$ cat config.mk
export PLATFORM = sky130hd
export DESIGN_NAME = fifo_uart_tx
export DESIGN_NICKNAME = d
export VERILOG_FILES = /design/src/rtl/uart_pkg.sv /design/src/rtl/uart_baud_cnt.sv /design/src/rtl/fifo_uart_tx.sv
export SDC_FILE = /design/constraint.sdc
export NUM_CORES = 1
export LEC_CHECK = 0
export BUFFER_PORTS_ARGS = -buffer_cell sky130_fd_sc_hd__buf_4
export CAP_MARGIN = 30
export CORE_MARGIN = 2
export CORE_UTILIZATION = 41
export CTS_CLUSTER_DIAMETER = 30
export DETAILED_ROUTE_END_ITERATION = 10
export GPL_TIMING_DRIVEN = 0
export PLACE_DENSITY = 0.73
export SETUP_SLACK_MARGIN = 0.05
export SKIP_LAST_GASP = 1
export SLEW_MARGIN = 20
export SYNTH_ARGS = -nofsm -noshare
export SYNTH_HDL_FRONTEND = slang
export SYNTH_SLANG_ARGS = --single-unit
$ cat constraint.sdc
create_clock -name clk -period 1.9 [get_ports clk]
set_clock_uncertainty 0.2 [all_clocks]
set_input_delay 0.19 -clock clk [delete_from_list [all_inputs] [get_ports clk]]
set_output_delay 0.19 -clock clk [all_outputs]
set_load 0.02 [all_outputs]
$ cat src/rtl/uart_pkg.sv
// Shared types and helpers for the FIFO-fed UART transmitter.
// Parity support in the transmitter is enabled with FIFO_UART_TX_PARITY_EN.
package uart_pkg;

  localparam int UART_DATA_WIDTH = 8;

  localparam logic UART_IDLE_LEVEL = 1'b1;

  // PARITY stays in the enum even when the parity build option is off
  typedef enum logic [2:0] {
    IDLE,
    FETCH,
    LOAD,
    START,
    DATA,
    PARITY,
    STOP
  } tx_state_e;

  function automatic logic even_parity(input logic [UART_DATA_WIDTH-1:0] data);
    return ^data;
  endfunction

endpackage

$ cat src/rtl/uart_baud_cnt.sv
// Bit-period counter: counts 0..CLK_DIV-1 and flags the last cycle of each serial bit.
module uart_baud_cnt #(
  parameter int CLK_DIV = 16
) (
  input  logic clk,
  input  logic rst,
  input  logic clear,
  output logic bit_end
);

  localparam int CNT_W = (CLK_DIV > 1) ? $clog2(CLK_DIV) : 1;

  logic [CNT_W-1:0] r_count;

  // clear realigns the bit period to the first cycle of a newly entered state
  always_ff @(posedge clk) begin
    if (rst || clear || bit_end) begin
      r_count <= '0;
    end else begin
      r_count <= r_count + CNT_W'(1);
    end
  end

  assign bit_end = (r_count == CNT_W'(CLK_DIV - 1));

endmodule

$ cat src/rtl/fifo_uart_tx.sv
// 8N1 serial transmitter draining the read side of a FIFO, one byte per frame.
// Defining FIFO_UART_TX_PARITY_EN adds an even parity bit between the data bits and the stop bit.
module fifo_uart_tx
  import uart_pkg::*;
#(
  parameter int DATA_WIDTH = 8,
  parameter int CLK_DIV    = 16
) (
  input  logic                  clk,
  input  logic                  rst,
  input  logic                  empty,
  input  logic [DATA_WIDTH-1:0] rd_data,
  output logic                  rd_en,
  output logic                  tx,
  output logic                  busy,
  output logic                  tx_done
);

  localparam int IDX_W = $clog2(DATA_WIDTH) + 1;
  localparam logic [IDX_W-1:0] LAST_IDX = IDX_W'(DATA_WIDTH - 1);

  tx_state_e             r_state;
  tx_state_e             w_nextState;
  logic [DATA_WIDTH-1:0] r_data;
  logic [IDX_W-1:0]      r_bitIdx;
  logic [IDX_W-1:0]      w_bitIdxNext;
  logic                  r_tx;
  logic                  w_txNext;
  logic                  w_bitEnd;
  logic                  w_stateChange;
`ifdef FIFO_UART_TX_PARITY_EN
  logic                  r_parity;
`endif

  assign w_stateChange = (w_nextState != r_state);

  uart_baud_cnt #(
    .CLK_DIV(CLK_DIV)
  ) u_baudCnt (
    .clk    (clk),
    .rst    (rst),
    .clear  (w_stateChange),
    .bit_end(w_bitEnd)
  );

  always_comb begin
    w_nextState = r_state;
    case (r_state)
      IDLE:  if (!empty) w_nextState = FETCH;
      FETCH: w_nextState = LOAD;
      LOAD:  w_nextState = START;
      START: if (w_bitEnd) w_nextState = DATA;
      DATA: begin
        if (w_bitEnd && (r_bitIdx == LAST_IDX)) begin
`ifdef FIFO_UART_TX_PARITY_EN
          w_nextState = PARITY;
`else
          w_nextState = STOP;
`endif
        end
      end
`ifdef FIFO_UART_TX_PARITY_EN
      PARITY: if (w_bitEnd) w_nextState = STOP;
`endif
      STOP:  if (w_bitEnd) w_nextState = empty ? IDLE : FETCH;
      default: w_nextState = IDLE;
    endcase
  end

  always_comb begin
    w_bitIdxNext = r_bitIdx;
    if (r_state == LOAD) begin
      w_bitIdxNext = '0;
    end else if ((r_state == DATA) && w_bitEnd) begin
      w_bitIdxNext = r_bitIdx + IDX_W'(1);
    end
  end

  // line level is chosen one cycle ahead from the next state so tx can come straight from a flop
  always_comb begin
    w_txNext = UART_IDLE_LEVEL;
    case (w_nextState)
      START:  w_txNext = 1'b0;
      DATA:   w_txNext = r_data[w_bitIdxNext[IDX_W-2:0]];
`ifdef FIFO_UART_TX_PARITY_EN
      PARITY: w_txNext = r_parity;
`endif
      default: w_txNext = UART_IDLE_LEVEL;
    endcase
  end

  always_ff @(posedge clk) begin
    if (rst) begin
      r_state  <= IDLE;
      r_tx     <= UART_IDLE_LEVEL;
      r_bitIdx <= '0;
      r_data   <= '0;
    end else begin
      r_state  <= w_nextState;
      r_tx     <= w_txNext;
      r_bitIdx <= w_bitIdxNext;
      if (r_state == LOAD) begin
        r_data <= rd_data;
      end
    end
  end

`ifdef FIFO_UART_TX_PARITY_EN
  // parity is taken from the FIFO word while it is being loaded
  always_ff @(posedge clk) begin
    if (rst) begin
      r_parity <= 1'b0;
    end else if (r_state == LOAD) begin
      r_parity <= even_parity(rd_data);
    end
  end
`endif

  assign rd_en   = (r_state == FETCH);
  assign busy    = (r_state != IDLE);
  assign tx_done = (r_state == STOP) && w_bitEnd;
  assign tx      = r_tx;

endmodule
Word-level counts from Yosys, hierarchy flattened
Cells that the tools add are included.

cells by class
  add/sub/neg operators = 2
  magnitude comparators = 1
  equal/unequal tests = 10
  mux-type cells = 11
  reductions and logical operators = 8

operator list
  cell                                                        number
  2-to-1 mux 3 bit                                            6
  one-hot mux 3 bit (6 select lines)                          1
  == test 3 x 2 -> 1 bit, second input constant               3
  == test 3 bit, second input constant                        3
  adder 4 x 1 -> 4 bit, second input constant                 2
  == test 4 x 3 -> 1 bit, second input constant               1
  == test 4 bit, second input constant                        1
  less-than comparator 3 x 4 -> 1 bit, second input constant  1
  binary-select mux 1 bit (select 3 bit)                      1
  == test 3 x 1 -> 1 bit, second input constant               1
  logical AND 1 bit                                           3
  zero test 3 bit                                             1
  inequality test 3 bit                                       1
  nonzero test 3 bit                                          1
  logical OR 1 bit                                            2
  2-to-1 mux 1 bit                                            2
  one-hot mux 1 bit (2 select lines)                          1
  OR reduction 2 bit                                          1

word-level totals
  register bits = 20
  input bits = 11
  output and inout port bits = 4
  logic and storage cells = 38

Longest topological paths before layout
Gate-level depths: netlist of the first run.

  depth after elaboration = 7
  gate-level depth with buffers = 7
  gate-level depth less buffers = 6

By module
Synthesis of the first run repeated with hierarchy kept, for this count alone.

unflattened totals
  cell total of the unflattened synthesis = 114
  area, all modules = 1013.5 sq um

by module, submodules not included
  module         times used  cells an instance  area an instance (sq um)  sequential area each (sq um)
  fifo_uart_tx   1           98                 855.8                     320.3
  uart_baud_cnt  1           16                 157.7                     80.1

Least setup slack after synthesis of the first run
OpenSTA, ideal clock, no wires.

  kind = reg2reg
  start point = reg u_baudCnt.r_count[0]
  end point = reg r_tx, in the netlist tx
  setup time = 77 ps
  arrival = 1643 ps
  required time = 1623 ps
  path slack = -20 ps
  stages on the path, launching flop included = 7
  path buffers = 0
  period minus slack after synthesis = 1920 ps
  path through = dfxtp_1 -> ha_1 -> and4_1 -> a21oi_1 -> a221oi_1 -> o221ai_1 -> a41oi_2

on the way
  longest elaborated chain between the ends = 7
  elaborated cells between the ends (all ways) = 14
  classes of those cells = eq/ne (3); mux (9); reduce/logical (2)

ends and longest elaborated chain
  item                                    RTL line             source
  start: declaration                      uart_baud_cnt.sv:13  logic [CNT_W-1:0] r_count;
  start signal: assignment                uart_baud_cnt.sv:20  r_count <= r_count + CNT_W'(1);
  == test 4 bit *                         uart_baud_cnt.sv:24  assign bit_end = (r_count == CNT_W'(CLK_DIV - 1));
  logical AND 1 bit                       fifo_uart_tx.sv:74   end else if ((r_state == DATA) && w_bitEnd) begin
  2-to-1 mux 3 bit                        fifo_uart_tx.sv:74
  2-to-1 mux 3 bit                        fifo_uart_tx.sv:72   if (r_state == LOAD) begin
  binary-select mux 1 bit (select 3 bit)  fifo_uart_tx.sv:84   DATA: w_txNext = r_data[w_bitIdxNext[IDX_W-2:0]];
  2-to-1 mux 1 bit (implied by the code)  fifo_uart_tx.sv:84
  one-hot mux 1 bit (2 select lines) *    fifo_uart_tx.sv:82   case (w_nextState)
  end signal: assignment                  fifo_uart_tx.sv:100  r_tx <= w_txNext;
  end: declaration                        fifo_uart_tx.sv:27   logic r_tx;

Every way passes the cells marked *; elsewhere a longest branch is shown, timed or not. The select of a mux whose other input is x is not followed.
A chain may end at the register's enable or synchronous reset.

Final worst setup path of the first run
  start point = reg u_baudCnt.r_count[1]
  end point = reg r_tx, in the netlist tx

The elaborated chain is that of the path after synthesis.

==> flow_metrics.env, run 1 <==
export IMPL_syn_avg_cell_area_sq_um=8.23
export IMPL_place_congestion=0.835
export IMPL_setup_viol=0
export IMPL_gr_usage_met2_pct=30.6
export IMPL_fin_crit_sh_pct=99.1
export IMPL_fmax_mhz=531
export IMPL_rsz0062_at_grt="yes"
export IMPL_synth_ff_latch_count=20
export IMPL_io_pins=15
export IMPL_synth_top_family_by_area="simple AND/OR/NAND/NOR gates"
export IMPL_syn_area_sq_um=1090
export IMPL_drt_pass1_iter_count=4
export IMPL_clkTransAtPathRegs_ns=0.12
export IMPL_synth_xor_area_share_pct=2.42
export IMPL_worst_ep_required_time_ns=1.94
export IMPL_remaining_drc_errors=0
export IMPL_synth_top_area_share_pct=36.9
export IMPL_coreArea_sq_um=2500
export IMPL_path_max_fanout=7
export IMPL_ys_warn_count=0
export IMPL_synthTopCellsByArea="dfxtp_1 (37%), nand2_1 (6.9%), a21oi_1 (5.5%), nor2_1 (4.5%), mux2i_1 (2.8%)"
export IMPL_cts_tree="yes"
export IMPL_maxSlewHeadroom_pct=66.4
export IMPL_syn_to_final_growth_pct=38.7
export IMPL_grtUsageMet1_pct=22.9
export IMPL_startpoint_type="register"
export IMPL_cp_arrival_ns=1.92
export IMPL_place_ws_ns=-0.162
export IMPL_ir_worst_vdd_uv=448
export IMPL_setup_ws_ns=0.0176
export IMPL_fp_dieH_um=55.5
export IMPL_hold_violations=0
export IMPL_totalWireLength_um=2780
export IMPL_hold_ws_ns=0.0750
export IMPL_drive_gt1_share_pct=34.0
export IMPL_die_area_sq_um=3080
export IMPL_track_usage_pct=18.3
export IMPL_ys_async_sr_fraction_pct=0
export IMPL_status="completed"
export IMPL_yosys_top_cells_count="dfxtp_1 (20), nand2_1 (20), nor2_1 (13)"
export IMPL_synth_compound_area_share_pct=21.0
export IMPL_vias_per_cell=5.80
export IMPL_yosysTopAreaCell="dfxtp_1"
export IMPL_drv_slew=0
export IMPL_clk_latency_ns=0.30
export IMPL_syn_nets=145
export IMPL_initialDrtViolationCount=56
export IMPL_synthSimpleGateAreaFrac_pct=28.6
export IMPL_busiest_layer="met2"
export IMPL_leakage_nw=0.587
export IMPL_min_period_ns=1.88
export IMPL_ys_types=43
export IMPL_synth_fa_ha_area_share_pct=2.30
export IMPL_synth_edf_count=0
export IMPL_tightest_slew_ns=0.503
export IMPL_die_w_um=55.5
export IMPL_start_util_pct=43.4
export IMPL_grt_pass1_wl_um=4600
export IMPL_powerDensity_nw_per_um2=663
export IMPL_grt_max_degree=13
export IMPL_cts_sinks=20
export IMPL_vias=1114
export IMPL_cts_root_buf="clkbuf_4"
export IMPL_grt_use_met3_pct=3.75
export IMPL_h_tree_depth=1
export IMPL_crit_path_end_kind="register"
export IMPL_numCtsBuffers=3
export IMPL_antenna_cells=0
export IMPL_cts_buffer_depth=2
export IMPL_antenna_found_initial=0
export IMPL_numPortBuffers=13
export IMPL_ant_nets=0
export IMPL_hold_class="input pin to register"
export IMPL_worstSetupPathType="register to register"
export IMPL_ys_seq_area_share_pct=36.9
export IMPL_dp_hpwl_um=1700
export IMPL_rows=18
export IMPL_wire_per_inst_um=14.5
export IMPL_grt_pass1_vias=1059
export IMPL_synthMuxAreaShare_pct=2.76
export IMPL_final_nets=176
export IMPL_grt_ovfl_total=0
export IMPL_ys_flop_type="dfxtp_1"
export IMPL_syn_inst=132
export IMPL_maxCapViolations=0
cell usage in the layout (no fill, tap or decap), types with 2 or more instances in the layout:
| master | count |
|---|---|
| nand2_1 | 19 |
| buf_4 | 18 |
| nor2_1 | 13 |
| dfxtp_1 | 13 |
| a21oi_1 | 12 |
| dlygate4sd3_1 | 8 |
| dfxtp_2 | 6 |
| buf_6 | 4 |
| buf_2 | 3 |
| inv_1 | 3 |
| o21ai_0 | 3 |
| and3_1 | 3 |
| nand4_1 | 3 |
| mux2i_1 | 3 |
| clkbuf_4 | 3 |
| or3_1 | 2 |
| nor3_1 | 2 |
| a211oi_1 | 2 |
| a41oi_2 | 2 |
| nand3_1 | 2 |
| nand4b_1 | 2 |
| xnor2_1 | 2 |
| nand2b_1 | 2 |
| a22o_1 | 2 |
| ha_4 | 2 |
repair_timing:
action | in CTS | in global routing
gates resized for setup | 14 | 21
setup buffers | 6 | 1
endpoints found under the hold margin | 8 | 0
pin swaps | 4 | 7
endpoints found under the setup margin | 3 | 15
hold buffers | 8 | 0
final timing paths:
check	startpoint	end	slack, ns	depth (start not counted)
max	u_baudCnt.r_count[1]	tx	0.02	6
min	rst	r_data[7]	0.08	2
min reg2reg	u_baudCnt.r_count[0]	u_baudCnt.r_count[0]	0.25	1
max reg2reg	u_baudCnt.r_count[1]	tx	0.02	6
stage by stage:
step	instance area, sq um	setup TNS (ns)	util, %	cells	power [mW]
6_report	1510	0	60.3	192	0.999
4_1_cts	1470	-0.0172	59.0	193	0.993
3_5_place_dp	1230	-0.162	49.2	175	0.620
3_3_place_gp	1230	-0.0887	49.2	175	0.615
5_1_grt	1510	-0.0691	60.3	192	1.05
2_1_floorplan	1090	0	-	132	0.569
final cells by class:
cell class,count,area [sq um]
Buffer,8,50.0
Clock buffer,3,22.5
Clock inverter,1,30.0
Fill cell,211,993
Inverter,3,11.3
Multi-Input combinational cell,99,706
Sequential cell,20,412
Tap cell,30,37.5
Timing Repair Buffer,28,238
per-layer routing:
layer  vias up  wire (um)
met5         -          0
met4         0         59
met3         8        173
met2        52       1340
met1       517       1200
li1        537          -
state kept, by name (all words and copies together), names as in the netlist:
signal             flops
tx                     1
u_baudCnt.r_count      4
r_state                3
r_bitIdx               4
r_data                 8
logic make-up after synthesis:
group                    Yosys count
adder cells (fa/ha/maj)            2
multiplexers                       3
AO/OA/AOI/OAI                     32
flip-flops                        20
XOR/XNOR                           3
buffers and inverters             13
AND/OR/NAND/NOR                   59
where the power goes:
| part | internal [mW] | total [mW] | switching (mW) | leakage [nW] |
|---|---|---|---|---|
| logic | 0.0931 | 0.193 | 0.0995 | 0.393 |
| registers | 0.441 | 0.457 | 0.0163 | 0.166 |
| clock network | 0.213 | 0.349 | 0.136 | 0.0279 |
| total | 0.747 | 0.999 | 0.252 | 0.587 |
critical path, cell delays in order (launching register included):
cell	delay, ns
dfxtp_2	0.37
ha_4	0.18
nand4_4	0.17
o211ai_2	0.24
a32oi_2	0.12
a221o_1	0.35
a41oi_2	0.18
Note: power is estimated with default switching activity, not from simulation.
==> run 2, diff against run 1 <==
Settings changed: CELL_PAD_IN_SITES_DETAIL_PLACEMENT from default to 0, CELL_PAD_IN_SITES_GLOBAL_PLACEMENT from default to 1, CORE_ASPECT_RATIO from default to 2, CORE_UTILIZATION 41 to 37, PLACE_DENSITY 0.73 to 0.84, SETUP_SLACK_MARGIN 0.05 to default.
==> run 2 against run 1 <==
  * The flow now finishes with violations (negative setup slack)
  * Flip-flop and latch count is the same
  * Non-clock buffer count down 2
  * Largest power group unchanged
  * Cell count decreased by 1.6%
  * Critical path depth up 1
  * Global-route usage up 0.39 points
==> flow_metrics.env, run 2 (same netlist as run 1, synthesis figures left out) <==
export IMPL_largest_register_ffs=8
export IMPL_place_congestion=0.898
export IMPL_timing_rr_end="tx"
export IMPL_coreArea_sq_um=2770
export IMPL_setup_viol=1
export IMPL_die_area_sq_um=3410
export IMPL_grt_pass1_vias=1071
export IMPL_drive_gt1_share_pct=32.5
export IMPL_numCtsBuffers=3
export IMPL_rows=27
export IMPL_hold_class="input pin to register"
export IMPL_ir_worst_vdd_uv=492
export IMPL_dp_hpwl_um=1880
export IMPL_min_to="r_data[1]"
export IMPL_maxSlewHeadroom_pct=67.9
export IMPL_min_period_ns=1.95
export IMPL_utilization_pct=53.3
export IMPL_whs_path_depth=2
export IMPL_hold_ws_ns=0.108
export IMPL_fmax_mhz=513
export IMPL_fin_crit_sh_pct=103
export IMPL_h_tree_depth=1
export IMPL_cts_root_buf="clkbuf_8"
export IMPL_powerDensity_nw_per_um2=660
export IMPL_vias_per_cell=5.69
export IMPL_syn_to_final_growth_pct=35.8
export IMPL_numPortBuffers=13
export IMPL_mostFrequentLayoutCell="nand2_1"
export IMPL_grt_ovfl_total=0
export IMPL_reg2reg_slack_ns=-0.05
export IMPL_worstSetupPathType="register to register"
export IMPL_fillers=262
export IMPL_antenna_found_initial=0
export IMPL_cp_arrival_ns=1.94
export IMPL_fp_dieH_um=80.6
export IMPL_cts_buffer_depth=2
export IMPL_grt_max_degree=12
export IMPL_mostFrequentLayoutCells="nand2_1 (19), buf_4 (18), a21oi_1 (12), nor2_1 (12), dfxtp_1 (12)"
export IMPL_drv_slew=0
export IMPL_tns_ns=-0.0481
export IMPL_path_max_fanout=7
export IMPL_maxCapViolations=0
export IMPL_grt_pass1_wl_um=4840
export IMPL_io_pins=15
export IMPL_initialDrtViolationCount=36
export IMPL_worstHoldStart="rst"
export IMPL_hold_violations=0
export IMPL_status="finished, violations left"
export IMPL_reg2reg_depth=7
export IMPL_regMostFlops="r_data"
export IMPL_violations="negative setup slack"
export IMPL_leakage_nw=0.568
export IMPL_power_mw=0.974
export IMPL_ant_nets=0
export IMPL_final_nets=174
export IMPL_drt_pass1_iter_count=4
export IMPL_remaining_drc_errors=0
export IMPL_stdcell_count=189
export IMPL_setup_ws_ns=-0.0481
export IMPL_die_w_um=42.3
export IMPL_vias=1075
export IMPL_startpoint_type="register"
export IMPL_wire_per_inst_um=14.9
export IMPL_largest_registers="r_data: 8 flops, r_bitIdx: 4 flops, u_baudCnt.r_count: 4 flops"
export IMPL_cts_tree="yes"
export IMPL_rsz0062_at_grt="yes"
export IMPL_r2r_start="u_baudCnt.r_count[0]"
export IMPL_antenna_cells=0
export IMPL_clk_latency_ns=0.27
export IMPL_track_usage_pct=18.7
export IMPL_tightest_slew_ns=0.481
export IMPL_clkTransAtPathRegs_ns=0.08
export IMPL_start_util_pct=39.2
export IMPL_cts_sinks=20
export IMPL_totalWireLength_um=2820
export IMPL_placed_cells=174
export IMPL_crit_path_end_kind="register"
export IMPL_worst_ep_required_time_ns=1.90
## run 2: worst max-delay path, cell delays in order (launching register included)
cell      delay, ns
dfxtp_2        0.36
ha_4           0.18
nand3_2        0.13
nor4b_4        0.32
a221oi_2       0.09
buf_4          0.16
a221o_1        0.27
a41oi_2        0.17
## run 2: worst max path at each step
stage	cells after the start	from	to	slack, ns
floorplan	6	u_baudCnt.r_count[0]	tx	0.02
global placement	6	u_baudCnt.r_count[0]	tx	-0.29
detailed placement	6	u_baudCnt.r_count[0]	tx	-0.39
CTS	7	u_baudCnt.r_count[1]	tx	0.002
global route	7	u_baudCnt.r_count[0]	tx	-0.11
finish	7	u_baudCnt.r_count[0]	tx	-0.05
## run 2: per-layer routing
metal	vias up	share of wire [%]	GRT usage, %
li1	531	-	-
met1	500	37	18.7
met2	30	55	33.1
met3	14	3.1	3.37
met4	0	4.6	14.1
met5	-	0	0
## run 2: report_power, final
group / leakage (nW) / internal [mW] / total (mW) / switching, mW
logic: 0.373 / 0.0922 / 0.190 / 0.0975
registers: 0.166 / 0.441 / 0.457 / 0.0156
clock network: 0.0288 / 0.185 / 0.328 / 0.143
## run 2: area by class of cell
| type | count | area [sq um] | share of cell area (%) |
|---|---|---|---|
| sequential | 20 | 410 | 27.8 |
| multi-input combinational | 99 | 698 | 47.3 |
| tap | 29 | 36.3 | 2.46 |
| inverter | 3 | 11.3 | 0.763 |
| clock buffer | 4 | 55.1 | 3.73 |
| buffer | 8 | 48.8 | 3.31 |
| timing repair buffer | 26 | 215 | 14.6 |
## run 2: per-stage QoR
stage	worst slack, ns	cell area, sq um
floorplan	0.0212	1090
global placement	-0.291	1220
detailed placement	-0.391	1220
CTS	0.00163	1450
global route	-0.109	1480
finish	-0.0481	1480
## run 2: timing repair
item,in CTS,in global routing
setup endpoints to repair,2,5
hold buffers,8,0
buffers inserted,4,1
hold endpoints to repair,8,0
resized for setup,19,9
pin swaps,1,2
==> run 3, diff against run 2 <==
Settings changed: PLACE_DENSITY 0.84 to 0.73.
==> run 3 against run 2 <==
  * The flow now finishes without violations
  * Critical path depth decreased by 2
  * Routed wire length shrank 3.7%
  * Cell count decreased by 0.53%
  * Sequential share of layout area is 0.49 points higher
  * Largest power group unchanged
  * Highest routed layer unchanged
==> flow_metrics.env, run 3 (same netlist as run 1, synthesis figures left out) <==
export IMPL_largest_register_ffs=8
export IMPL_worst_ep_required_time_ns=1.89
export IMPL_maxCapViolations=0
export IMPL_totalWireLength_um=2710
export IMPL_drv_slew=0
export IMPL_hold_ws_ns=0.143
export IMPL_vias_per_cell=5.52
export IMPL_crit_path_end_kind="register"
export IMPL_clkTransAtPathRegs_ns=0.07
export IMPL_cts_buffer_depth=2
export IMPL_rows=27
export IMPL_cts_tree="yes"
export IMPL_cp_arrival_ns=1.84
export IMPL_vias=1037
export IMPL_coreArea_sq_um=2770
export IMPL_ant_nets=0
export IMPL_io_pins=15
export IMPL_status="completed"
export IMPL_setup_viol=0
export IMPL_powerDensity_nw_per_um2=632
export IMPL_min_period_ns=1.86
export IMPL_cts_sinks=20
export IMPL_mostFrequentLayoutCell="nand2_1"
export IMPL_worstSetupPathType="register to register"
export IMPL_grt_ovfl_total=0
export IMPL_dp_hpwl_um=1930
export IMPL_utilization_pct=52.2
export IMPL_setup_ws_ns=0.0450
export IMPL_hold_class="input pin to register"
export IMPL_place_congestion=0.937
export IMPL_final_nets=174
export IMPL_wire_per_inst_um=14.4
export IMPL_cts_root_buf="clkbuf_8"
export IMPL_h_tree_depth=1
export IMPL_syn_to_final_growth_pct=33.1
export IMPL_numCtsBuffers=3
export IMPL_fmax_mhz=539
export IMPL_mostFrequentLayoutCells="nand2_1 (20), buf_4 (18), nor2_1 (13), dfxtp_1 (13), a21oi_1 (12)"
export IMPL_remaining_drc_errors=0
export IMPL_tightest_slew_ns=0.466
export IMPL_regMostFlops="r_data"
export IMPL_leakage_nw=0.547
export IMPL_grt_max_degree=11
export IMPL_grt_pass1_vias=1064
export IMPL_fin_crit_sh_pct=97.6
export IMPL_track_usage_pct=17.3
export IMPL_start_util_pct=39.2
export IMPL_largest_registers="r_data: 8 flops, r_bitIdx: 4 flops, u_baudCnt.r_count: 4 flops"
export IMPL_die_area_sq_um=3410
export IMPL_clk_latency_ns=0.26
export IMPL_fp_dieH_um=80.6
export IMPL_grt_pass1_wl_um=4520
export IMPL_tns_ns=0
export IMPL_drive_gt1_share_pct=27.7
export IMPL_ir_worst_vdd_uv=430
export IMPL_path_max_fanout=6
export IMPL_initialDrtViolationCount=23
export IMPL_place_ws_ns=-0.328
export IMPL_startpoint_type="register"
export IMPL_hold_violations=0
export IMPL_rsz0062_at_grt="yes"
export IMPL_numPortBuffers=13
export IMPL_antenna_found_initial=0
export IMPL_antenna_cells=0
export IMPL_die_w_um=42.3
export IMPL_drt_pass1_iter_count=5
export IMPL_maxSlewHeadroom_pct=69.0
-- run 3: power by group --
part / internal, mW / switching (mW) / total [mW]
Sequential: 0.441 / 0.0145 / 0.455
Clock: 0.141 / 0.133 / 0.274
Combinational: 0.0875 / 0.0958 / 0.183
Total: 0.670 / 0.243 / 0.913
-- run 3: area by class of cell --
cell class                      count  area [sq um]
Multi-Input combinational cell     99           686
Buffer                              8          46.3
Timing Repair Buffer               26           215
Inverter                            3          11.3
Tap cell                           29          36.3
Fill cell                         270          1330
Sequential cell                    20           409
Clock buffer                        3          41.3
-- run 3: stage by stage --
step	cells	total power [mW]	instance area, sq um
floorplan	132	0.569	1090
global placement	174	0.621	1220
detailed placement	174	0.623	1220
CTS	187	0.921	1420
global route	188	0.964	1450
finish	188	0.913	1450
-- run 3: routing by layer --
layer | wire [um] | vias up | GRT usage (%)
li1 | - | 533 | -
met1 | 1040 | 471 | 16.8
met2 | 1520 | 24 | 32.8
met3 | 79 | 9 | 2.25
met4 | 76 | 0 | 11.3
met5 | 0 | - | 0
-- run 3: worst paths after layout --
| path | start | endpoint | depth (start not counted) | slack (ns) |
|---|---|---|---|---|
| max | r_state[0] | tx | 5 | 0.04 |
| min | rst | r_data[7] | 2 | 0.14 |
| max reg2reg | r_state[0] | tx | 5 | 0.04 |
| min reg2reg | u_baudCnt.r_count[0] | u_baudCnt.r_count[0] | 1 | 0.25 |
-- run 3: timing repair --
| action | 4_1_cts | 5_1_grt |
|---|---|---|
| buffers inserted | 4 | 1 |
| resized for setup | 15 | 3 |
| hold buffers | 8 | 0 |
| gates cloned | 0 | 0 |
| pin swaps | 4 | 2 |
| hold endpoints to repair | 8 | 0 |
| endpoints found under the setup margin | 1 | 1 |
-- run 3: worst max-delay path: stages, from the launching register on --
cell      delay (ns)
dfxtp_1         0.34
or2_1           0.35
nor4b_2         0.34
a221oi_2        0.13
a221o_1         0.29
a41oi_2         0.13
